<file path="src/rtl/cycle_pulse_gen_pkg.sv">
`default_nettype none
// ============================================================================
// Module   : cycle_pulse_gen_pkg
// Purpose  : Shared definitions for the cycle timer self-test strobe generator:
//            default field widths and the burst state encoding.
// Ports    : none (package)
// Revision : 1.0 - initial release
// ============================================================================
package cycle_pulse_gen_pkg;

  localparam int DEF_CNT_W = 8;
  localparam int DEF_N_W   = 4;

  typedef enum logic [2:0] {
    ST_IDLE  = 3'd0,
    ST_START = 3'd1,
    ST_WAIT  = 3'd2,
    ST_STOP  = 3'd3,
    ST_GAP   = 3'd4,
    ST_FIN   = 3'd5
  } cpg_state_t;

endpackage
`default_nettype wire

</file>
<file path="src/rtl/cpg_downcnt.sv">
`default_nettype none
// ============================================================================
// Module   : cpg_downcnt
// Purpose  : Loadable down-counter with a zero flag. Shared by the delay
//            (WAIT) and gap (GAP) phases of the strobe generator.
// Ports    : clk        - clock, rising edge
//            reset      - asynchronous active-high clear
//            load_i     - load load_val_i (wins over dec_i)
//            load_val_i - value to load
//            dec_i      - decrement by one, holds at zero
//            zero_o     - count is zero
// Revision : 1.0 - initial release
// ============================================================================
module cpg_downcnt #(
  parameter int CNT_W = 8
) (
  input  logic             clk,
  input  logic             reset,
  input  logic             load_i,
  input  logic [CNT_W-1:0] load_val_i,
  input  logic             dec_i,
  output logic             zero_o
);

  logic [CNT_W-1:0] cnt_q;
  logic [CNT_W-1:0] cnt_d;

  always_comb begin
    cnt_d = cnt_q;
    if (load_i) begin
      cnt_d = load_val_i;
    end else if (dec_i && (cnt_q != '0)) begin
      cnt_d = cnt_q - CNT_W'(1);
    end
  end

  always_ff @(posedge clk or posedge reset) begin
    if (reset) begin
      cnt_q <= '0;
    end else begin
      cnt_q <= cnt_d;
    end
  end

  assign zero_o = (cnt_q == '0);

endmodule
`default_nettype wire

</file>
<file path="src/rtl/cycle_pulse_gen.sv">
`default_nettype none
// ============================================================================
// Module   : cycle_pulse_gen
// Purpose  : Generates start/stop strobe pairs for the cycle timer. Each stop
//            follows its start by a programmed delay; bursts of pairs are
//            separated by a programmed gap. Supports early abort.
// Ports    : clk       - clock, rising edge
//            reset     - asynchronous active-high clear
//            trig_i    - starts a burst (sampled in IDLE)
//            delay_i   - start-to-stop distance in cycles
//            gap_i     - idle cycles between stop and next start
//            count_i   - pairs per burst (0 treated as 1)
//            abort_i   - terminate burst early
//            sig_start - one-cycle start strobe
//            sig_stop  - one-cycle stop strobe
//            busy      - burst in progress
//            done      - burst completed normally
//            pulse_idx - index of current pair
// Revision : 1.0 - initial release
// ============================================================================
module cycle_pulse_gen
  import cycle_pulse_gen_pkg::*;
#(
  parameter int CNT_W = DEF_CNT_W,
  parameter int N_W   = DEF_N_W
) (
  input  logic             clk,
  input  logic             reset,
  input  logic             trig_i,
  input  logic [CNT_W-1:0] delay_i,
  input  logic [CNT_W-1:0] gap_i,
  input  logic [N_W-1:0]   count_i,
  input  logic             abort_i,
  output logic             sig_start,
  output logic             sig_stop,
  output logic             busy,
  output logic             done,
  output logic [N_W-1:0]   pulse_idx
);

  cpg_state_t       state_q, state_d;
  logic [CNT_W-1:0] delay_q, delay_d;
  logic [CNT_W-1:0] gap_q, gap_d;
  logic [N_W-1:0]   count_q, count_d;
  logic [N_W-1:0]   idx_q, idx_d;
  logic             abort_q, abort_d;

  logic             cnt_load;
  logic [CNT_W-1:0] cnt_val;
  logic             cnt_dec;
  logic             cnt_zero;
  logic             stop_exit;
  logic             go_start;

  // The counter is loaded on the edge that enters START/GAP, so it already
  // holds delay-1 (gap-1) in that first cycle and reaches zero in the last
  // cycle before STOP (START). This places the stop exactly delay cycles
  // after the start, including delay = 2^CNT_W-1.
  cpg_downcnt #(
    .CNT_W (CNT_W)
  ) u_downcnt (
    .clk        (clk),
    .reset      (reset),
    .load_i     (cnt_load),
    .load_val_i (cnt_val),
    .dec_i      (cnt_dec),
    .zero_o     (cnt_zero)
  );

  always_comb begin
    state_d   = state_q;
    delay_d   = delay_q;
    gap_d     = gap_q;
    count_d   = count_q;
    idx_d     = idx_q;
    abort_d   = abort_q;
    cnt_load  = 1'b0;
    cnt_val   = '0;
    cnt_dec   = 1'b0;
    stop_exit = 1'b0;
    go_start  = 1'b0;

    unique case (state_q)
      ST_IDLE: begin
        abort_d = 1'b0;
        if (trig_i && !abort_i) begin
          delay_d  = delay_i;
          gap_d    = gap_i;
          count_d  = (count_i == '0) ? N_W'(1) : count_i;
          idx_d    = '0;
          go_start = 1'b1;
        end
      end
      ST_START: begin
        // A zero delay folds the stop into the start cycle.
        if (delay_q == '0) begin
          stop_exit = 1'b1;
        end else if (abort_i) begin
          state_d = ST_STOP;
          abort_d = 1'b1;
        end else if (cnt_zero) begin
          state_d = ST_STOP;
        end else begin
          state_d = ST_WAIT;
          cnt_dec = 1'b1;
        end
      end
      ST_WAIT: begin
        // Abort still issues the stop so the timer is never left running.
        if (abort_i) begin
          state_d = ST_STOP;
          abort_d = 1'b1;
        end else if (cnt_zero) begin
          state_d = ST_STOP;
        end else begin
          cnt_dec = 1'b1;
        end
      end
      ST_STOP: begin
        stop_exit = 1'b1;
      end
      ST_GAP: begin
        if (abort_i) begin
          state_d = ST_IDLE;
        end else if (cnt_zero) begin
          go_start = 1'b1;
        end else begin
          cnt_dec = 1'b1;
        end
      end
      ST_FIN: begin
        state_d = ST_IDLE;
      end
      default: begin
        state_d = ST_IDLE;
      end
    endcase

    // Leaving a cycle that carried a stop strobe.
    if (stop_exit) begin
      if (abort_i || abort_q) begin
        state_d = ST_IDLE;
      end else if (idx_q == count_q - N_W'(1)) begin
        state_d = ST_FIN;
      end else begin
        idx_d = idx_q + N_W'(1);
        if (gap_q == '0) begin
          go_start = 1'b1;
        end else begin
          state_d  = ST_GAP;
          cnt_load = 1'b1;
          cnt_val  = gap_q - CNT_W'(1);
        end
      end
    end

    if (go_start) begin
      state_d  = ST_START;
      cnt_load = 1'b1;
      cnt_val  = delay_d - CNT_W'(1);
    end
  end

  // Strobes are decoded from the next state so every output is a flop.
  always_ff @(posedge clk or posedge reset) begin
    if (reset) begin
      state_q   <= ST_IDLE;
      delay_q   <= '0;
      gap_q     <= '0;
      count_q   <= '0;
      idx_q     <= '0;
      abort_q   <= 1'b0;
      sig_start <= 1'b0;
      sig_stop  <= 1'b0;
      busy      <= 1'b0;
      done      <= 1'b0;
    end else begin
      state_q   <= state_d;
      delay_q   <= delay_d;
      gap_q     <= gap_d;
      count_q   <= count_d;
      idx_q     <= idx_d;
      abort_q   <= abort_d;
      sig_start <= (state_d == ST_START);
      sig_stop  <= (state_d == ST_STOP) ||
                   ((state_d == ST_START) && (delay_d == '0));
      busy      <= (state_d != ST_IDLE);
      done      <= (state_d == ST_FIN);
    end
  end

  assign pulse_idx = idx_q;

endmodule
`default_nettype wire
</file>
<file path="config.mk">
export PLATFORM = sky130hd
export DESIGN_NAME = cycle_pulse_gen
export DESIGN_NICKNAME = d
export VERILOG_FILES = /design/src/rtl/cycle_pulse_gen_pkg.sv /design/src/rtl/cpg_downcnt.sv /design/src/rtl/cycle_pulse_gen.sv
export SDC_FILE = /design/constraint.sdc
export NUM_CORES = 1
export LEC_CHECK = 0
export BUFFER_PORTS_ARGS = -buffer_cell sky130_fd_sc_hd__buf_2
export CAP_MARGIN = 20
export CORE_ASPECT_RATIO = 1.4
export CORE_MARGIN = 3
export CORE_UTILIZATION = 45
export DETAILED_ROUTE_END_ITERATION = 8
export PLACE_DENSITY = 0.7
export SKIP_LAST_GASP = 1
export SLEW_MARGIN = 20
export SYNTH_ARGS = -nofsm -noshare
export SYNTH_HDL_FRONTEND = slang
export SYNTH_SLANG_ARGS = --single-unit
</file>
<file path="constraint.sdc">
create_clock -name clk -period 9.2 [get_ports clk]
set_input_delay 1.84 -clock clk [delete_from_list [all_inputs] [get_ports clk]]
set_output_delay 1.84 -clock clk [all_outputs]
set_load 0.05 [all_outputs]
</file>
== Word level (Yosys, flattened, before mapping) ==
Cells that the tools add are included.

* Register bits: 40
* Latch bits: 0
* Bits in writable memories: 0
* ROM bits: 0
* Output and inout bits: 8
* Word-level logic and storage cells: 94
* Memories: 0

* Add/subtract/negate cells: 5
* Multipliers: 0
* Div/mod/pow operators: 0
* Magnitude comparators: 0
* Equality and inequality tests: 9
* Shifts and indexed selects: 0
* Multiplexer cells: 49
* Bitwise operators: 0
* Reductions and logical operators: 20

{| class="wikitable"
|+ Operator list
! operator !! count
|-
| $mux W8 || 9
|-
| $logic_not A8 Y1 || 4
|-
| $mux W3 || 9
|-
| $mux W4 || 6
|-
| $sub A8 B1 Y8 const B || 3
|-
| $mux W1 || 20
|-
| $pmux W3 S4 || 1
|-
| $eq A3 B2 Y1 const B || 3
|-
| $reduce_bool A8 Y1 || 1
|-
| $eq A3 B1 Y1 const B || 2
|-
| $eq A3 B3 Y1 const B || 2
|-
| $pmux W1 S2 || 3
|-
| $reduce_bool A3 Y1 || 2
|-
| $add A4 B1 Y4 const B || 1
|-
| $eq A4 B4 Y1 || 1
|-
| $logic_not A4 Y1 || 1
|-
| $reduce_and A2 Y1 || 2
|-
| $reduce_or A2 Y1 || 2
|-
| $sub A4 B1 Y4 const B || 1
|-
| $logic_and A1 B1 Y1 || 3
|-
| $logic_not A3 Y1 || 1
|-
| $pmux W1 S3 || 1
|-
| $logic_or A1 B1 Y1 || 2
|-
| $ne A2 B2 Y1 const B || 1
|-
| other kinds (2) || 2
|}

== Logic depth before layout (Yosys ltp) ==
* Word-level depth: 13
* Gate-level depth with buffers: 13
* Mapped depth without buffers: 10

== By module ==
Synthesis repeated with hierarchy kept, for this count alone.

* Cell total of the unflattened synthesis: 238
* Area total of the unflattened synthesis: 2,398.6 µm²

{| class="wikitable"
|+ By module, submodules not included
! module !! instances !! cells each !! area each (µm²) !! seq. area each (µm²)
|-
| cycle_pulse_gen || 1 || 185 || 1,903.1 || 800.8
|-
| cpg_downcnt || 1 || 53 || 495.5 || 200.2
|}

== Least setup slack after synthesis ==
No wires, ideal clock.

* Kind: input to register
* Start: in abort_i
* End: reg u_downcnt.cnt_q[6]
* Data arrival time: 4.131 ns
* Setup slack: 4.942 ns
* Stages: 12
* Cell sequence: nor2_1 -> and3_1 -> buf_2 -> buf_2 -> mux2i_1 -> ha_1 -> nor3b_1 -> a21boi_0 -> a211o_1 -> nand3_1 -> a21oi_1 -> o32a_1

* Longest elaborated chain between the ends: 10
* Elaborated cells on any way between the ends: 25
* Classes of those cells: 1 x add/sub; 19 x mux; 5 x reduce/logical

{| class="wikitable"
|+ Ends and longest elaborated chain
! element !! RTL line !! text
|-
| from (decl) || cycle_pulse_gen.sv:33 || <nowiki>input logic abort_i,</nowiki>
|-
| parallel branches: the longest is 10 deep, another holds $sub A8 B1 Y8 || n/a ||
|-
| to (signal assigned) || cpg_downcnt.sv:41 || <nowiki>cnt_q <= cnt_d;</nowiki>
|-
| to (decl) || cpg_downcnt.sv:25 || <nowiki>logic [CNT_W-1:0] cnt_q;</nowiki>
|}

Parallel ways; which one is timed is not known.
A chain may end at the register's enable or synchronous reset.

== Worst setup path in the final report ==
Same ends and word-level chain as after synthesis.

==> results_dict.tcl <==
set metrics [dict create \
    hpwl_um 4151 \
    dr.pass1.iters 4 \
    post_cts_buffers 0 \
    cp-start-kind "input port" \
    final_util_pct 52.45 \
    postRouteAntennaNets 0 \
    maxCapViolCount 0 \
    cp_num_buf_inv 2 \
    grt_pass1_vias 2066 \
    areaGrowthSynthToFinish_pct 11.36 \
    cp_slowest_stage_delay_ns 0.38 \
    status "complete, no violations" \
    drive_gt1_share_pct 15.46 \
    syn_area_per_cell_um2 8.593 \
    required_ns 9.38 \
    synth.lib_cells_used.distinct 49 \
    cts_tree "built" \
    final_cell_area_mm2 0.002746 \
    ys_ff_latch 40 \
    cts_buffers 5 \
    worstMarginPinSlew_ns 0.7701 \
    hold_violations 0 \
    clk_latency_ns 0.29 \
    critPathCaptureType "flop" \
    cts_hold_buf 0 \
    leakagePower_nw 1.274 \
    period_share_pct 48.15 \
    die-area_mm2 0.006417 \
    critical_path.slowest_cell "mux2i_1" \
    yosysSeqAreaShare_pct 40.59 \
    fin_crit_ns 4.430 \
    yosys_warnings 0 \
    nets 348 \
    viasPerCell 5.355 \
    grt.overflow.total 0 \
    synthCells 287 \
    antenna_found_initial 0 \
    syn_nets 318 \
    clock_skew_ns 0.003535 \
    cts_resized 0 \
    fill_cells 527 \
    clk_pin_slew_ns 0.08 \
    cp_cell_sequence "buf_2 > nor2_1 > and3_1 > buf_4 > mux2i_1 > ha_1 > nor3b_1 > a21boi_0 > a211o_1 > nand3_1 > a21oi_1 > o32a_1" \
    fin_tns_setup_ns 0 \
    grt_max_degree 41 \
    power_density_mw_per_mm2 319.5 \
    io_pins 32 \
    place.gp.congestion 0.8505 \
    wl_per_cell_um 14.13 \
    grt_pass1_wl_um 9453 \
    cts_buffer_depth 2 \
    placed_area_mm2 0.002669 \
    num_rows 31 \
    crit_family "compound AO/OA/AOI/OAI gates" \
    setup_viol 0 \
    detail_route.iter0.violations 87 \
    port_buffers 31 \
    h-tree-depth 2 \
    core-area_mm2 0.005236 \
    worst_ep_arrival_time_ns 4.61 \
    clkSinkCount 40 \
    place_ws_ns 4.464 \
    hold_class "reg2reg" \
    setup_slack_ns 4.770 \
    critPathKind "in2reg" \
    ir_drop_mv 0.1543 \
    crit_fanout 34 \
    stdcell_count 383 \
    antennaDiodeCount 0 \
    start_util_pct 47.10 \
    root_buffer "clkbuf_8" \
    slew_headroom_pct 48.51 \
    vias 2051 \
    grt.total_usage_pct 19.51 \
    drc 0 \
    die_w_um 68.57 \
    die_y_um 93.59 \
    max_freq_ghz 0.2257 \
    holdWs_ns 0.5029 \
    placed_cells 376 \
    routed_wl_um 5413 \
    syn_area_mm2 0.002466 \
    slew_viol_final 0 \
    rsz0062_at_grt "no" \
    power_mw 0.8774 \
]
## worst register-to-register path, stage by stage, from the launching register on
cell and delay (ns):
dfrtp_1 0.46, nor2_1 0.24, and3_1 0.19, buf_4 0.33, mux2i_1 0.39, ha_1 0.27
nor3b_1 0.36, a21boi_0 0.15, a211o_1 0.30, nand3_1 0.09, a21oi_1 0.06, o32a_1 0.35
## cell families after synthesis
group           after synthesis  share of synthesized area (%)
simple gates                134                          26.94
compound gates               48                          12.94
flops                        40                          40.59
buf+inv                      27                          4.617
xor+xnor                     24                          8.524
mux                           7                          2.841
fa+ha+maj                     7                          3.551
## area by class of cell
class / instances / area, um^2 / share of cell area [%]
inverter: 17 / 63.81 / 2.323
multi-input combinational: 220 / 1351 / 49.20
timing repair buffer: 33 / 170.2 / 6.196
clock buffer: 6 / 72.57 / 2.642
clock inverter: 1 / 5.005 / 0.1822
tap: 66 / 82.58 / 3.007
sequential: 40 / 1001 / 36.45
## sequential cells by signal (all words and copies together), names as in the netlist
register,flops
done,1
delay_q,8
pulse_idx,4
abort_q,1
state_q,3
sig_stop,1
u_downcnt.cnt_q,8
sig_start,1
gap_q,8
busy,1
count_q,4
## synth_stat cells (all sizes together)
master	count	area (um^2)
a31o	1	8.760
clkbuf	4	15.01
a22o	2	17.52
buf	6	35.03
o21ai	13	68.82
a21o	1	7.510
o22ai	2	12.51
o31ai	1	7.510
nor3b	3	22.52
inv	17	63.81
nand3	13	65.06
o41ai	2	17.52
nand2	54	205.2
a21boi	1	7.510
ha	7	87.58
nand2b	2	12.51
o221ai	3	26.28
a21oi	11	55.05
a31oi	4	25.02
dfrtp	40	1001
o21a	1	7.510
o211ai	1	7.510
nor2	22	82.58
a211o	1	8.760
nand4	1	6.260
o221a	1	11.26
mux2i	7	70.07
nor4b	1	8.760
nor3	16	85.08
a311o	1	10.01
nor4	4	52.55
and2	2	12.51
or3b	1	8.760
and3	4	25.02
xor2	10	87.58
o32a	2	20.02
or3	4	25.02
nor2b	2	12.51
nand3b	3	22.52
or4b	1	10.01
xnor2	14	122.6
or4	1	7.510
## routing by layer
| layer | up-vias | global-route usage, % | wire (um) |
|---|---|---|---|
| met5 | - | 0 | 0 |
| met4 | 0 | 9.121 | 160 |
| met3 | 12 | 3.486 | 180 |
| met2 | 43 | 31.31 | 2711 |
| met1 | 948 | 24.75 | 2360 |
| li1 | 1048 | - | - |
## report_power, final
group          switching [mW]  internal (mW)  total [mW]  leakage [nW]
Sequential             0.0854          0.251       0.337         0.498
Combinational           0.247          0.181       0.428         0.735
Clock                  0.0608         0.0516       0.112        0.0410
Total                   0.393          0.484       0.877          1.27
## final timing paths
kind / startpoint / end / slack [ns] / cells after the start
worst max-delay path: abort_i / u_downcnt.cnt_q[6] / 4.77 / 12
worst min-delay path: count_q[3] / count_q[3] / 0.50 / 2
worst max register to register: state_q[0] / u_downcnt.cnt_q[6] / 5.91 / 11
worst min register to register: count_q[3] / count_q[3] / 0.50 / 2
max in group asynchronous: reset / delay_q[0] / 7.20 / 3
min in group asynchronous: reset / busy / 1.65 / 3
## cells in the final DEF (no fill, tap or decap), types with 3 or more instances in the layout
| cell | n |
|---|---|
| nor2_1 | 22 |
| o221ai_1 | 3 |
| dfrtp_1 | 40 |
| nand2_1 | 53 |
| and3_1 | 4 |
| a31oi_1 | 4 |
| o21ai_0 | 12 |
| or3_1 | 4 |
| buf_2 | 31 |
| nor3b_1 | 3 |
| a21oi_1 | 11 |
| nand3b_1 | 3 |
| ha_1 | 7 |
| xnor2_1 | 14 |
| xor2_1 | 10 |
| inv_1 | 17 |
| clkbuf_8 | 5 |
| nand3_1 | 13 |
| nor3_1 | 15 |
| mux2i_1 | 7 |
No activity file was read; power rests on OpenSTA's default activity.
